===== config.mk =====
export PLATFORM = sky130hd
export DESIGN_NAME = codec_dac_bus_parser
export DESIGN_NICKNAME = d
export VERILOG_FILES = /design/src/rtl/codec_dac_bus_parser.sv
export SDC_FILE = /design/constraint.sdc
export NUM_CORES = 1
export LEC_CHECK = 0
export ABC_AREA = 1
export CAP_MARGIN = 20
export CORE_MARGIN = 10
export CORE_UTILIZATION = 31
export DETAILED_ROUTE_END_ITERATION = 8
export HOLD_SLACK_MARGIN = 0.03
export SLEW_MARGIN = 20
export SYNTH_ARGS = -nofsm -noshare
export SYNTH_HDL_FRONTEND = slang
export SYNTH_SLANG_ARGS = --single-unit
export TNS_END_PERCENT = 30

===== constraint.sdc =====
create_clock -name CLK -period 2.15 [get_ports CLK]
set_clock_uncertainty 0.1 [all_clocks]
set_input_delay 0.645 -clock CLK [delete_from_list [all_inputs] [get_ports CLK]]
set_output_delay 0.645 -clock CLK [all_outputs]
set_load 0.02 [all_outputs]

===== src/rtl/codec_dac_bus_parser.sv =====
// codec_dac_bus_parser
//   Recovers left/right audio words from an I2S DAC bus (BCLK, DACLRCK,
//   DACDAT) that is asynchronous to CLK. The word pair is presented on the
//   channel outputs with a one-cycle DATA_VALID strobe. A channel word that
//   closes with fewer than DATA_WIDTH bits raises a one-cycle FRAME_ERR.
//
// Ports
//   CLK          system clock; all flops clock on its rising edge
//   RESET_N      synchronous active-low reset
//   AUD_BCLK     codec bit clock (period >= 4 CLK)
//   AUD_DACLRCK  frame clock: 0 = left, 1 = right
//   AUD_DACDAT   serial data, MSB first, one-bit I2S delay after LRCK edge
//   LCHAN_DATA   last complete left word
//   RCHAN_DATA   last complete right word
//   DATA_VALID   one-cycle strobe when both channel outputs update
//   FRAME_ERR    one-cycle strobe when a channel word closes short
//
// Timing: an AUD_BCLK rise first seen at edge E0 reaches the synchronizer
// output at E1 and is detected as a rise in that cycle. E2 registers the
// rise event with its LRCK/DAT samples, E3 runs the parser, and E4 drives
// DATA_VALID / FRAME_ERR. DATA_VALID therefore rises 4 cycles after E0.
module codec_dac_bus_parser #(
  parameter int DATA_WIDTH = 16
) (
  input  logic                  CLK,
  input  logic                  RESET_N,
  input  logic                  AUD_BCLK,
  input  logic                  AUD_DACLRCK,
  input  logic                  AUD_DACDAT,
  output logic [DATA_WIDTH-1:0] LCHAN_DATA,
  output logic [DATA_WIDTH-1:0] RCHAN_DATA,
  output logic                  DATA_VALID,
  output logic                  FRAME_ERR
);

  localparam int SW = $clog2(DATA_WIDTH + 2);
  localparam logic [SW-1:0] SLOT_FULL = SW'(DATA_WIDTH);
  localparam logic [SW-1:0] SLOT_MAX  = SW'(DATA_WIDTH + 1);

  typedef enum logic [1:0] {SYNC, LEFT, RIGHT} state_t;

  // synchronizers: [0] first flop, [1] second flop
  logic [1:0] bclk_sync, lrck_sync, dat_sync;
  logic       bclk_d;
  logic       rise;

  // registered rise event with the LRCK/DAT samples taken alongside it
  logic       ev_vld, ev_lrck, ev_dat;

  // parser state
  state_t                state;
  logic                  prev_lrck;
  logic [SW-1:0]         slot;
  logic [DATA_WIDTH-1:0] shreg, l_hold, r_hold;
  logic                  l_ok;
  logic                  pair_go, err_go;
  logic                  word_full;

  assign rise      = bclk_sync[1] & ~bclk_d;
  assign word_full = (slot >= SLOT_FULL);

  always_ff @(posedge CLK) begin
    if (!RESET_N) begin
      bclk_sync <= '0;
      lrck_sync <= '0;
      dat_sync  <= '0;
      bclk_d    <= 1'b0;
      ev_vld    <= 1'b0;
      ev_lrck   <= 1'b0;
      ev_dat    <= 1'b0;
    end else begin
      bclk_sync <= {bclk_sync[0], AUD_BCLK};
      lrck_sync <= {lrck_sync[0], AUD_DACLRCK};
      dat_sync  <= {dat_sync[0], AUD_DACDAT};
      bclk_d    <= bclk_sync[1];
      ev_vld    <= rise;
      if (rise) begin
        ev_lrck <= lrck_sync[1];
        ev_dat  <= dat_sync[1];
      end
    end
  end

  // Parser. Only cycles carrying a rise event touch the word state. The
  // right-channel complete flag never needs to persist: a complete right
  // word either pairs with a waiting left word at once (pair_go) or has
  // no partner, so it is carried only as the one-cycle pair_go.
  always_ff @(posedge CLK) begin
    if (!RESET_N) begin
      state      <= SYNC;
      prev_lrck  <= 1'b0;
      slot       <= '0;
      shreg      <= '0;
      l_hold     <= '0;
      r_hold     <= '0;
      l_ok       <= 1'b0;
      pair_go    <= 1'b0;
      err_go     <= 1'b0;
      LCHAN_DATA <= '0;
      RCHAN_DATA <= '0;
      DATA_VALID <= 1'b0;
      FRAME_ERR  <= 1'b0;
    end else begin
      pair_go    <= 1'b0;
      err_go     <= 1'b0;
      DATA_VALID <= pair_go;
      FRAME_ERR  <= err_go;
      if (pair_go) begin
        LCHAN_DATA <= l_hold;
        RCHAN_DATA <= r_hold;
      end

      if (ev_vld) begin
        prev_lrck <= ev_lrck;
        if (ev_lrck != prev_lrck) begin
          // channel boundary: this bit is the I2S delay slot, discarded
          slot <= '0;
          case (state)
            SYNC: if (!ev_lrck) state <= LEFT;
            LEFT: begin
              state <= RIGHT;
              if (word_full) begin
                l_hold <= shreg;
                l_ok   <= 1'b1;
              end else begin
                l_ok   <= 1'b0;
                err_go <= 1'b1;
              end
            end
            RIGHT: begin
              state <= LEFT;
              if (word_full) begin
                r_hold <= shreg;
                if (l_ok) begin
                  pair_go <= 1'b1;
                  l_ok    <= 1'b0;
                end
              end else begin
                err_go <= 1'b1;
              end
            end
            default: state <= SYNC;
          endcase
        end else begin
          // slot+1 is this bit's slot; slots 1..DATA_WIDTH carry the word
          if (slot < SLOT_FULL) shreg <= {shreg[DATA_WIDTH-2:0], ev_dat};
          if (slot != SLOT_MAX) slot <= slot + 1'b1;
        end
      end
    end
  end

endmodule


==> key figures <==
Final layout
  – Most common cell after layout, fill and taps aside: dfxtp_1
  – Fill count: 1234
  – Synthesis-to-layout area growth: 20.7%
  – Most frequent cells in the layout: dfxtp_1 (103), nand2_1 (72), a21oi_1 (70)
  – Ant diodes: 0
  – Post-route cell area: 4680 um2
  – Layout net count: 520
  – Non-Filler Instances: 681
  – Share of cells above drive strength 1: 6.82%

Setup path
  – Slowest cell on the critical path: clkdlybuf4s50_1
  – CP top delay family: buffers and inverters
  – Crit. End Element: primary output
  – Crit Path Class: reg2out
  – Instance count on the critical path: 1
  – R2r setup slk: 470 ps
  – CP Data Required Time: 1400 ps
  – Critical-path cell list: clkdlybuf4s50_1
  – CP Launch Type: flop
  – Reg2reg end: l_hold[10]
  – Origin of the worst setup path: RCHAN_DATA[0]
  – Worst-path maximum fanout: 2
  – FF-to-FF path depth: 7
  – R2R Path Start: state[1]
  – Crit path largest cell delay: 610 ps
  – Critical Path AT: 1300 ps
  – CP Buf/Inv Count: 1
  – Critical path endpoint: RCHAN_DATA[0]

Clock tree
  – Clock transition at the registers of the reported paths: 70 ps
  – Cts repair resizes: 0
  – Bufs on Longest Clock Path: 2
  – Post-CTS Setup Bufs: 0
  – Clock latency on the worst-skew pair: 340 ps
  – CTS Buf Count: 9
  – TritonCTS clock tree: done
  – Clock Sinks: 103
  – H-tree depth: 3
  – Root buf cell: clkbuf_16
  – CTS Hold Bufs: 0

Logic synthesis
  – Post-synthesis sequential area ratio: 53.1%
  – Synth warn: 0
  – Post-synthesis cell area: 3880 um2
  – Mapped Nets: 492
  – Cell variety after synth: 24
  – Mapped Cells: 480
  – Yosys reg bits: 103
  – Syn Area/Cell: 8.08 um2

Detailed routing
  – WL final: 8440 um
  – First-iteration detailed-routing DRC count: 246
  – DR DRC count: 0
  – Pre-antenna DRT Iters: 4
  – Vias per cell: 4.57
  – WL per Instance: 12.4 um
  – Antenna-violating nets left: 0
  – Via count: 3113

Floorplan
  – Ports: 39
  – Placement Rows: 40
  – Die Width: 132 um
  – Die area: 17400 um2
  – Initial Util: 32.0%
  – Core Region: 12100 um2
  – Chip height: 132 um

GRT
  – Grt ovf: 0
  – First-pass GRT wire length: 14400 um
  – Initial antenna violation count: 0
  – Vias in the first global route: 3106
  – Total GRT Usage: 9.75%
  – Largest net degree at the start of global routing: 31

STA
  – Final Hold Vio Count: 0
  – RSZ-0062 raised after global routing: false
  – Min Clock Period, post-route: 2050 ps
  – Fin Hold WS: 310 ps
  – Maximum clock rate: 488 MHz
  – Max_slew headroom: 69.3%
  – Final Cycle Share: 95.2%
  – Pins Over Slew Limit: 0
  – Setup-failing EPs final: 0
  – Setup TNS: 0 ps
  – Measured slew at the worst slew-check pin: 457 ps

Power and ir drop
  – Psw: 0.770 mW
  – Pwr/cell area: 787 nW/um2
  – P_int: 2.91 mW
  – Sequential power share: 52.2%
  – Leakage power: 1.85 nW
  – Comb pwr share: 2.6%
  – Net Sw Frac: 20.9%
  – Overall power: 3.68 mW
  – VDD IR max: 291 uV
  – Clk pwr share: 45.2%

Placed design
  – Post-DP HPWL: 5850 um
  – Gpl congestion: 0.791
  – Port bufs: 38
  – Post-DP Area: 4370 um2
  – Post-Place Cells: 665

Hold path
  – Hold WC Path Type: reg2reg

Flow run
  – Max Cap Viol: 0

Outcome
  – Status: finished clean
registers in the layout (all words and copies together) (netlist names), 5 cells and up:
signal      count
l_hold         16
LCHAN_DATA     16
slot            5
r_hold         16
shreg          16
RCHAN_DATA     16
worst min-delay path by stage:
stage                   end  slack, ps  depth (start not counted)         start
2_1_floorplan     FRAME_ERR        290                          2        err_go
3_3_place_gp   bclk_sync[1]        290                          2  bclk_sync[0]
3_5_place_dp   lrck_sync[1]        300                          2  lrck_sync[0]
4_1_cts        lrck_sync[1]        310                          2  lrck_sync[0]
5_1_grt         dat_sync[1]        340                          2   dat_sync[0]
6_report       lrck_sync[1]        310                          2  lrck_sync[0]
area by class of cell:
class | count | area, um2 | share of cell area [%]
flip-flops and latches | 103 | 2060 | 44.0
multi-input cells | 305 | 1500 | 32.0
repair buffers | 47 | 443 | 9.46
clock buffers | 12 | 256 | 5.48
well taps | 168 | 210 | 4.49
inverters | 42 | 158 | 3.37
clock inverters | 4 | 53.8 | 1.15
cells by family after synthesis:
| logic type | synth area share [%] |
|---|---|
| adder cells (fa/ha/maj) | 2.26 |
| AND/OR/NAND/NOR | 20.8 |
| flip-flops | 53.1 |
| XOR/XNOR | 0.226 |
| buffers and inverters | 8.19 |
| AO/OA/AOI/OAI | 15.4 |
per-stage QoR:
stage               utilization, %  setup slack [ps]
floorplan                        -               575
global placement              36.1               487
detailed placement            36.1               453
CTS                           38.7              85.8
global route                  38.7              65.6
finish                        38.7               103
metal layers:
| metal | vias up | share of wire, % | track usage, % |
|---|---|---|---|
| li1 | 1633 | - | - |
| met1 | 1413 | 43 | 10.9 |
| met2 | 53 | 49 | 16.7 |
| met3 | 14 | 5.3 | 3.09 |
| met4 | 0 | 2.0 | 4.08 |
| met5 | - | 0 | 0 |
power by group through the flow:
stage                     combinational, mW  sequential (mW)  clock (mW)
after floorplan                      0.0723             1.96           0
final                                0.0972             1.92        1.66
after global placement               0.0951             1.97           0
after global routing                  0.111             1.92        1.78
after detailed placement             0.0974             1.97           0
after CTS                            0.0977             1.92        1.71
synth_stat cells:
cell type	instances	area share [%]
inv_2	2	0.19
nand3b_1	1	0.19
nand2_2	3	0.48
buf_2	8	1.0
nand3_2	1	0.26
buf_6	4	1.2
nand3_1	29	3.7
clkinv_1	1	0.097
nor2_1	50	4.8
dfxtp_1	103	53
inv_1	39	3.8
buf_4	2	0.39
xor2_1	1	0.23
o21ai_0	48	6.2
buf_1	2	0.19
nand4_1	18	2.9
o21bai_1	1	0.19
nand2_1	72	7.0
nor2_4	1	0.29
nor2_8	1	0.52
clkbuf_1	14	1.4
nand2_4	2	0.58
a21oi_1	70	9.0
ha_1	7	2.3
worst register-to-register path, cell delays in order, from the launching register on:
cell	delay, ps
dfxtp_1	340
inv_1	90
ha_1	140
inv_1	80
nor2_4	160
nand2_2	290
o21ai_0	300
a21oi_1	60
Power figures use the tool's default switching activity.
